File: src/rtl/hilo_pkg.sv
// Shared types and constants for the HI/LO write pipeline.
// One record describes the HI/LO write carried by a single pipeline stage.
package hilo_pkg;

    localparam int unsigned DATA_W = 32;
    localparam int unsigned HILO_W = 2 * DATA_W;

    typedef struct packed {
        logic              we_hi;
        logic              we_lo;
        logic [DATA_W-1:0] hi;
        logic [DATA_W-1:0] lo;
    } hilo_rec_t;

    localparam hilo_rec_t HILO_REC_NULL = '{we_hi: 1'b0, we_lo: 1'b0, hi: '0, lo: '0};

    function automatic logic rec_pending(input hilo_rec_t rec);
        return rec.we_hi | rec.we_lo;
    endfunction

endpackage

File: src/rtl/hilo_pipe_if.sv
// Issue/commit bundle between the E-stage issue logic and the HI/LO write pipeline.
interface hilo_pipe_if #(
    parameter int unsigned NUM_SLOTS  = 2,
    parameter int unsigned PIPE_DEPTH = 2
);
    import hilo_pkg::*;

    logic                          i_stall;
    logic [PIPE_DEPTH-1:0]         i_flush;
    logic [NUM_SLOTS-1:0]          i_wr_hi;
    logic [NUM_SLOTS-1:0]          i_wr_lo;
    logic [NUM_SLOTS*HILO_W-1:0]   i_wdata;
    logic [HILO_W-1:0]             o_hilo;
    logic [HILO_W-1:0]             o_hilo_arch;
    logic                          o_pending;

    modport master (
        output i_stall, i_flush, i_wr_hi, i_wr_lo, i_wdata,
        input  o_hilo, o_hilo_arch, o_pending
    );

    modport slave (
        input  i_stall, i_flush, i_wr_hi, i_wr_lo, i_wdata,
        output o_hilo, o_hilo_arch, o_pending
    );

endinterface

File: src/rtl/hilo_slot_merge.sv
// Merges per-slot HI/LO writes of one issue bundle into a single record.
// Each half is taken from the youngest (highest-index) slot that writes it.
module hilo_slot_merge
    import hilo_pkg::*;
#(
    parameter int unsigned NUM_SLOTS = 2
) (
    input  logic [NUM_SLOTS-1:0]        wr_hi,
    input  logic [NUM_SLOTS-1:0]        wr_lo,
    input  logic [NUM_SLOTS*HILO_W-1:0] wdata,
    output hilo_rec_t                   rec_c
);

    always_comb begin
        rec_c = HILO_REC_NULL;
        // Ascending scan so the youngest enabling slot wins.
        for (int unsigned s = 0; s < NUM_SLOTS; s++) begin
            if (wr_hi[s]) begin
                rec_c.we_hi = 1'b1;
                rec_c.hi    = wdata[s*HILO_W+DATA_W +: DATA_W];
            end
            if (wr_lo[s]) begin
                rec_c.we_lo = 1'b1;
                rec_c.lo    = wdata[s*HILO_W +: DATA_W];
            end
        end
    end

endmodule

File: src/rtl/hilo_pipe.sv
// HI/LO architectural register fed by a PIPE_DEPTH-stage write pipeline with
// stall, per-stage flush, commit at the last stage and per-half forwarding.
module hilo_pipe
    import hilo_pkg::*;
#(
    parameter int unsigned NUM_SLOTS  = 2,
    parameter int unsigned PIPE_DEPTH = 2
) (
    input  logic      clk,
    input  logic      rst,
    hilo_pipe_if.slave bus
);

    localparam int unsigned LAST = PIPE_DEPTH - 1;

    hilo_rec_t         merged_c;
    hilo_rec_t         stage_q [PIPE_DEPTH];
    hilo_rec_t         stage_d [PIPE_DEPTH];
    logic [HILO_W-1:0] arch_q;
    logic [HILO_W-1:0] arch_d;
    logic              flush_any;
    int unsigned       flush_top;
    logic              commit_c;
    logic [DATA_W-1:0] fwd_hi;
    logic [DATA_W-1:0] fwd_lo;
    logic              pending_c;

    hilo_slot_merge #(.NUM_SLOTS(NUM_SLOTS)) u_merge (
        .wr_hi (bus.i_wr_hi),
        .wr_lo (bus.i_wr_lo),
        .wdata (bus.i_wdata),
        .rec_c (merged_c)
    );

    // Oldest flushed stage bounds the kill region.
    always_comb begin
        flush_any = |bus.i_flush;
        flush_top = 0;
        for (int unsigned k = 0; k < PIPE_DEPTH; k++) begin
            if (bus.i_flush[k]) flush_top = k;
        end
    end

    always_comb begin
        for (int unsigned k = 0; k < PIPE_DEPTH; k++) begin
            stage_d[k] = stage_q[k];
        end
        if (flush_any) begin
            stage_d[0] = HILO_REC_NULL;
            for (int unsigned k = 1; k < PIPE_DEPTH; k++) begin
                if (k <= flush_top) begin
                    stage_d[k] = HILO_REC_NULL;
                end else if (!bus.i_stall) begin
                    // The stage right behind the kill region receives a bubble.
                    stage_d[k] = (k == flush_top + 1) ? HILO_REC_NULL : stage_q[k-1];
                end
            end
        end else if (!bus.i_stall) begin
            stage_d[0] = merged_c;
            for (int unsigned k = 1; k < PIPE_DEPTH; k++) begin
                stage_d[k] = stage_q[k-1];
            end
        end
    end

    always_ff @(posedge clk) begin
        if (rst) begin
            for (int unsigned k = 0; k < PIPE_DEPTH; k++) begin
                stage_q[k] <= HILO_REC_NULL;
            end
        end else begin
            stage_q <= stage_d;
        end
    end

    always_comb begin
        commit_c = !bus.i_stall && !(flush_any && (flush_top == LAST));
        arch_d   = arch_q;
        if (commit_c && stage_q[LAST].we_hi) arch_d[HILO_W-1 -: DATA_W] = stage_q[LAST].hi;
        if (commit_c && stage_q[LAST].we_lo) arch_d[DATA_W-1:0]         = stage_q[LAST].lo;
    end

    always_ff @(posedge clk) begin
        if (rst) begin
            arch_q <= '0;
        end else begin
            arch_q <= arch_d;
        end
    end

    // Youngest in-flight write of each half overrides the committed value.
    always_comb begin
        fwd_hi    = arch_q[HILO_W-1 -: DATA_W];
        fwd_lo    = arch_q[DATA_W-1:0];
        pending_c = 1'b0;
        for (int k = int'(PIPE_DEPTH) - 1; k >= 0; k--) begin
            if (stage_q[k].we_hi) fwd_hi = stage_q[k].hi;
            if (stage_q[k].we_lo) fwd_lo = stage_q[k].lo;
            pending_c = pending_c | rec_pending(stage_q[k]);
        end
    end

    assign bus.o_hilo      = {fwd_hi, fwd_lo};
    assign bus.o_hilo_arch = arch_q;
    assign bus.o_pending   = pending_c;

endmodule

File: src/flat_wrapper.sv
// flat-port wrapper written by rule: the top's interface ports become plain ports
module hilo_pipe_flat import hilo_pkg::*;
#(
    parameter int unsigned NUM_SLOTS  = 2,
    parameter int unsigned PIPE_DEPTH = 2
)
  (clk, rst, bus_i_stall, bus_i_flush, bus_i_wr_hi, bus_i_wr_lo, bus_i_wdata, bus_o_hilo, bus_o_hilo_arch, bus_o_pending);
  hilo_pipe_if #(.NUM_SLOTS(NUM_SLOTS), .PIPE_DEPTH(PIPE_DEPTH)) bus_i ();
  input  logic clk;
  input  logic rst;
  input wire logic [$bits(bus_i.i_stall)-1:0] bus_i_stall;
  input wire logic [$bits(bus_i.i_flush)-1:0] bus_i_flush;
  input wire logic [$bits(bus_i.i_wr_hi)-1:0] bus_i_wr_hi;
  input wire logic [$bits(bus_i.i_wr_lo)-1:0] bus_i_wr_lo;
  input wire logic [$bits(bus_i.i_wdata)-1:0] bus_i_wdata;
  output wire logic [$bits(bus_i.o_hilo)-1:0] bus_o_hilo;
  output wire logic [$bits(bus_i.o_hilo_arch)-1:0] bus_o_hilo_arch;
  output wire logic [$bits(bus_i.o_pending)-1:0] bus_o_pending;
  assign bus_i.i_stall = bus_i_stall;
  assign bus_i.i_flush = bus_i_flush;
  assign bus_i.i_wr_hi = bus_i_wr_hi;
  assign bus_i.i_wr_lo = bus_i_wr_lo;
  assign bus_i.i_wdata = bus_i_wdata;
  assign bus_o_hilo = bus_i.o_hilo;
  assign bus_o_hilo_arch = bus_i.o_hilo_arch;
  assign bus_o_pending = bus_i.o_pending;
  hilo_pipe #(.NUM_SLOTS(NUM_SLOTS), .PIPE_DEPTH(PIPE_DEPTH)) u_core (.clk(clk), .rst(rst), .bus(bus_i));
endmodule
File: config.mk
export PLATFORM = sky130hd
export DESIGN_NAME = hilo_pipe_flat
export DESIGN_NICKNAME = d
export VERILOG_FILES = /design/src/rtl/hilo_pkg.sv /design/src/rtl/hilo_pipe_if.sv /design/src/rtl/hilo_slot_merge.sv /design/src/rtl/hilo_pipe.sv /design/src/flat_wrapper.sv
export SDC_FILE = /design/constraint.sdc
export NUM_CORES = 1
export LEC_CHECK = 0
export CORE_UTILIZATION = 40
export CTS_CLUSTER_DIAMETER = 80
export DETAILED_ROUTE_END_ITERATION = 8
export GPL_TIMING_DRIVEN = 0
export PLACE_DENSITY = 0.66
export SKIP_LAST_GASP = 1
export SLEW_MARGIN = 20
export SYNTH_ARGS = -nofsm -noshare
export SYNTH_HDL_FRONTEND = slang
export SYNTH_SLANG_ARGS = --single-unit
File: constraint.sdc
create_clock -name clk -period 3.6 [get_ports clk]
set_input_delay 0.72 -clock clk [delete_from_list [all_inputs] [get_ports clk]]
set_output_delay 0.72 -clock clk [all_outputs]
set_load 0.005 [all_outputs]
==> impl_metrics.toml, run 1 <==
[run_status]
status = "completed"

[synthesis]
synth_nets = 1153
ys_ff_latch = 196
ys_seq_area_frac = 0.4093
synth-simple-area-share = 0.1686
synth_fa_ha_area_frac = 0
synth-xor-area-share = 0
synthCells = 1016
syn_avg_cell_area_um2 = 9.434
synth_top_family_by_area = "compound AO/OA/AOI/OAI gates"
synth.area.mux_share = 0.1337
syn_area_mm2 = 0.009585
netlist-cell-type-count = 23
ys_warn_count = 0
synth_compound_gate_area_share = 0.2117

[clock_tree]
cts-root-buf = "clkbuf_16"
numCtsBuffers = 17
cts_tree = "done"
htreeDepth = 4
cts_hold_buf = 0
cts_setup_buffers = 0
clkSinkCount = 196
clkSlewWorstSetupHoldPaths_ns = 0.07
cts-resized-gates = 0
insertion_delay_ns = 0.43
clk_path_buf_depth = 2

[die]
start_util = 0.4084
io_pins = 266
core_mm2 = 0.02347
num_rows = 56
die-area_mm2 = 0.02459
die_y_um = 156.8
die_w_um = 156.8

[power]
power.density_mw_per_mm2 = 342.4
vdd_drop_max_uv = 190.1
p_leak_nw = 4.138

[drt]
postRouteAntennaNets = 0
viasPerCell = 5.195
first_pass_iters = 8
drtIter0Drc = 431
drt_wl_total_um = 30880
num_vias = 8463
post_drt_wl_per_cell_um = 18.96
drc_errors = 0

[timing]
finalCritPeriodShare = 0.8921
slew_viol_final = 0
grt_setup_unrepaired = "false"
worstMarginPinSlew_ns = 0.7037
fin_skew_ns = 0.01206
timing.final.crit_period_ns = 3.211
max_freq_mhz = 311.4
fin_setup_tns_ns = 0
relSlewSlack = 0.5308
setup_viol = 0
layout_setup_ws_ns = 0.3885
final_hold_viol_count = 0

[grt]
antenna_found_initial = 2
grt_use_total = 0.2510
grt_pass1_vias = 8309
overflow = 0
grt_max_degree = 19
grt_pass1_wl_um = 47090

[worst_setup_path]
cp_max_fo = 10
arrival_ns = 2.49
critPathCaptureType = "output pin"
cp-startpoint = "u_core.stage_q[131]$_SDFFE_PP0N_"
required_ns = 2.88
worstSetupPathType = "register to output pin"
cp-start-kind = "register"
timing.rr.start = "u_core.stage_q[64]$_SDFFE_PP0P_"

[cells_and_area]
final_common_cell = "clkdlybuf4s50_1"
nNetsFinal = 1432
n_fill_cell = 2181
syn_to_final_growth_pct = 37.29
final_cells = 1629
final_layout_size_suffix_gt1_frac = 0.08792
mostFrequentLayoutCells = "clkdlybuf4s50_1 (260), dfxtp_1 (196), mux2i_1 (128), nand2b_1 (128), a22o_1 (66)"

[run]
maxCapViolCount = 0

[placement]
routabilityCongestion = 0.8349
portBuffers = 260
pre_cts_ws_ns = 0.7741
dp_hpwl_um = 22660
place_inst = 1595

[worst_hold_path]
hp-class = "register to register"
min_from = "u_core.stage_q[122]$_SDFFE_PP0N_"
-- path summary, 6_finish.rpt --
path	endpoint	cells after the start	slack, ns
worst max-delay path	bus_o_hilo[33]	5	0.39
worst min-delay path	u_core.stage_q[122]$_SDFFE_PP0N_	2	0.49
worst max register to register	u_core.bus.o_hilo_arch[29]$_SDFFE_PP0P_	5	2.06
worst min register to register	u_core.stage_q[122]$_SDFFE_PP0N_	2	0.49
-- critical path, stage by stage, from the launching register on --
cell             delay, ns
dfxtp_1               0.36
clkbuf_1              0.35
clkbuf_1              0.43
nand2_1               0.08
o21ai_0               0.23
clkdlybuf4s50_1       0.62
-- synthesized netlist by cell type --
cell        n  share of area
inv_1      64          0.025
nor3b_1     2         0.0016
clkbuf_1   60          0.023
buf_1       1        0.00039
nor3_1      4         0.0021
or4_1       1        0.00078
a22o_1     66          0.060
dfxtp_1   196           0.41
a221oi_1   24          0.022
mux2i_1   128           0.13
a21oi_1    64          0.033
a221oi_2   40          0.063
buf_2      23          0.012
nor2b_1     2         0.0013
or3_1       1        0.00065
buf_6       4         0.0047
buf_4      14          0.011
nor4_4      1         0.0022
o21ai_0    64          0.033
nand3b_1   64          0.050
nor3b_2     1         0.0013
nand2_1    64          0.025
nand2b_1  128          0.084
-- per-stage QoR --
step	total power, mW	instance area, µm²	util	hold WS (ns)
2_1_floorplan	2.457	9585	-	0.4617
3_3_place_gp	2.703	12590	0.5362	0.4727
3_5_place_dp	2.704	12590	0.5362	0.4743
4_1_cts	4.537	13160	0.5604	0.4860
5_1_grt	4.656	13160	0.5607	0.5008
6_report	4.507	13160	0.5607	0.4861
-- area by class of cell --
cell class / count / area, µm² / share of cell area
timing repair buffer: 260 / 2603 / 0.1978
buffer: 102 / 494.2 / 0.03755
clock buffer: 19 / 452.9 / 0.03442
tap: 319 / 399.1 / 0.03033
sequential: 196 / 3924 / 0.2982
clock inverter: 13 / 115.1 / 0.008747
multi-input combinational: 654 / 4927 / 0.3744
inverter: 64 / 240.2 / 0.01825
antenna: 2 / 5.005 / 0.0003803
-- where the power goes --
part | switching, mW | internal [mW] | leakage, nW
sequential | 0.0161 | 2.19 | 1.58
clock | 0.905 | 0.947 | 0.276
combinational | 0.226 | 0.226 | 2.28
total | 1.15 | 3.36 | 4.14
-- routing by layer --
layer / vias to the layer above / wire (µm) / global-route usage
met4: 0 / 436 / 0.06723
li1: 4138 / - / -
met5: - / 0 / 0
met3: 28 / 2102 / 0.06065
met2: 294 / 14350 / 0.4161
met1: 4003 / 13990 / 0.3235
-- cell families (layout without fill, tap and decap cells) --
family                 Yosys count  count (layout)
and+or+nand+nor                268             268
AOI/OAI and AO/OA              258             258
DFF                            196             196
buffers and inverters          166             458
muxes                          128             128
other                            0               2
-- sequential cells by signal, summed over array words and instances, names as in the netlist --
signal                  cells
u_core.bus.o_hilo_arch     64
u_core.stage_q            132
Note: power is estimated with default switching activity, not from simulation.
==> run 2, diff against run 1 <==
Settings changed: ABC_AREA set to 0.
==> results of run 2 <==
Same layout as run 1: the final DEF is identical, and so are final timing and power.
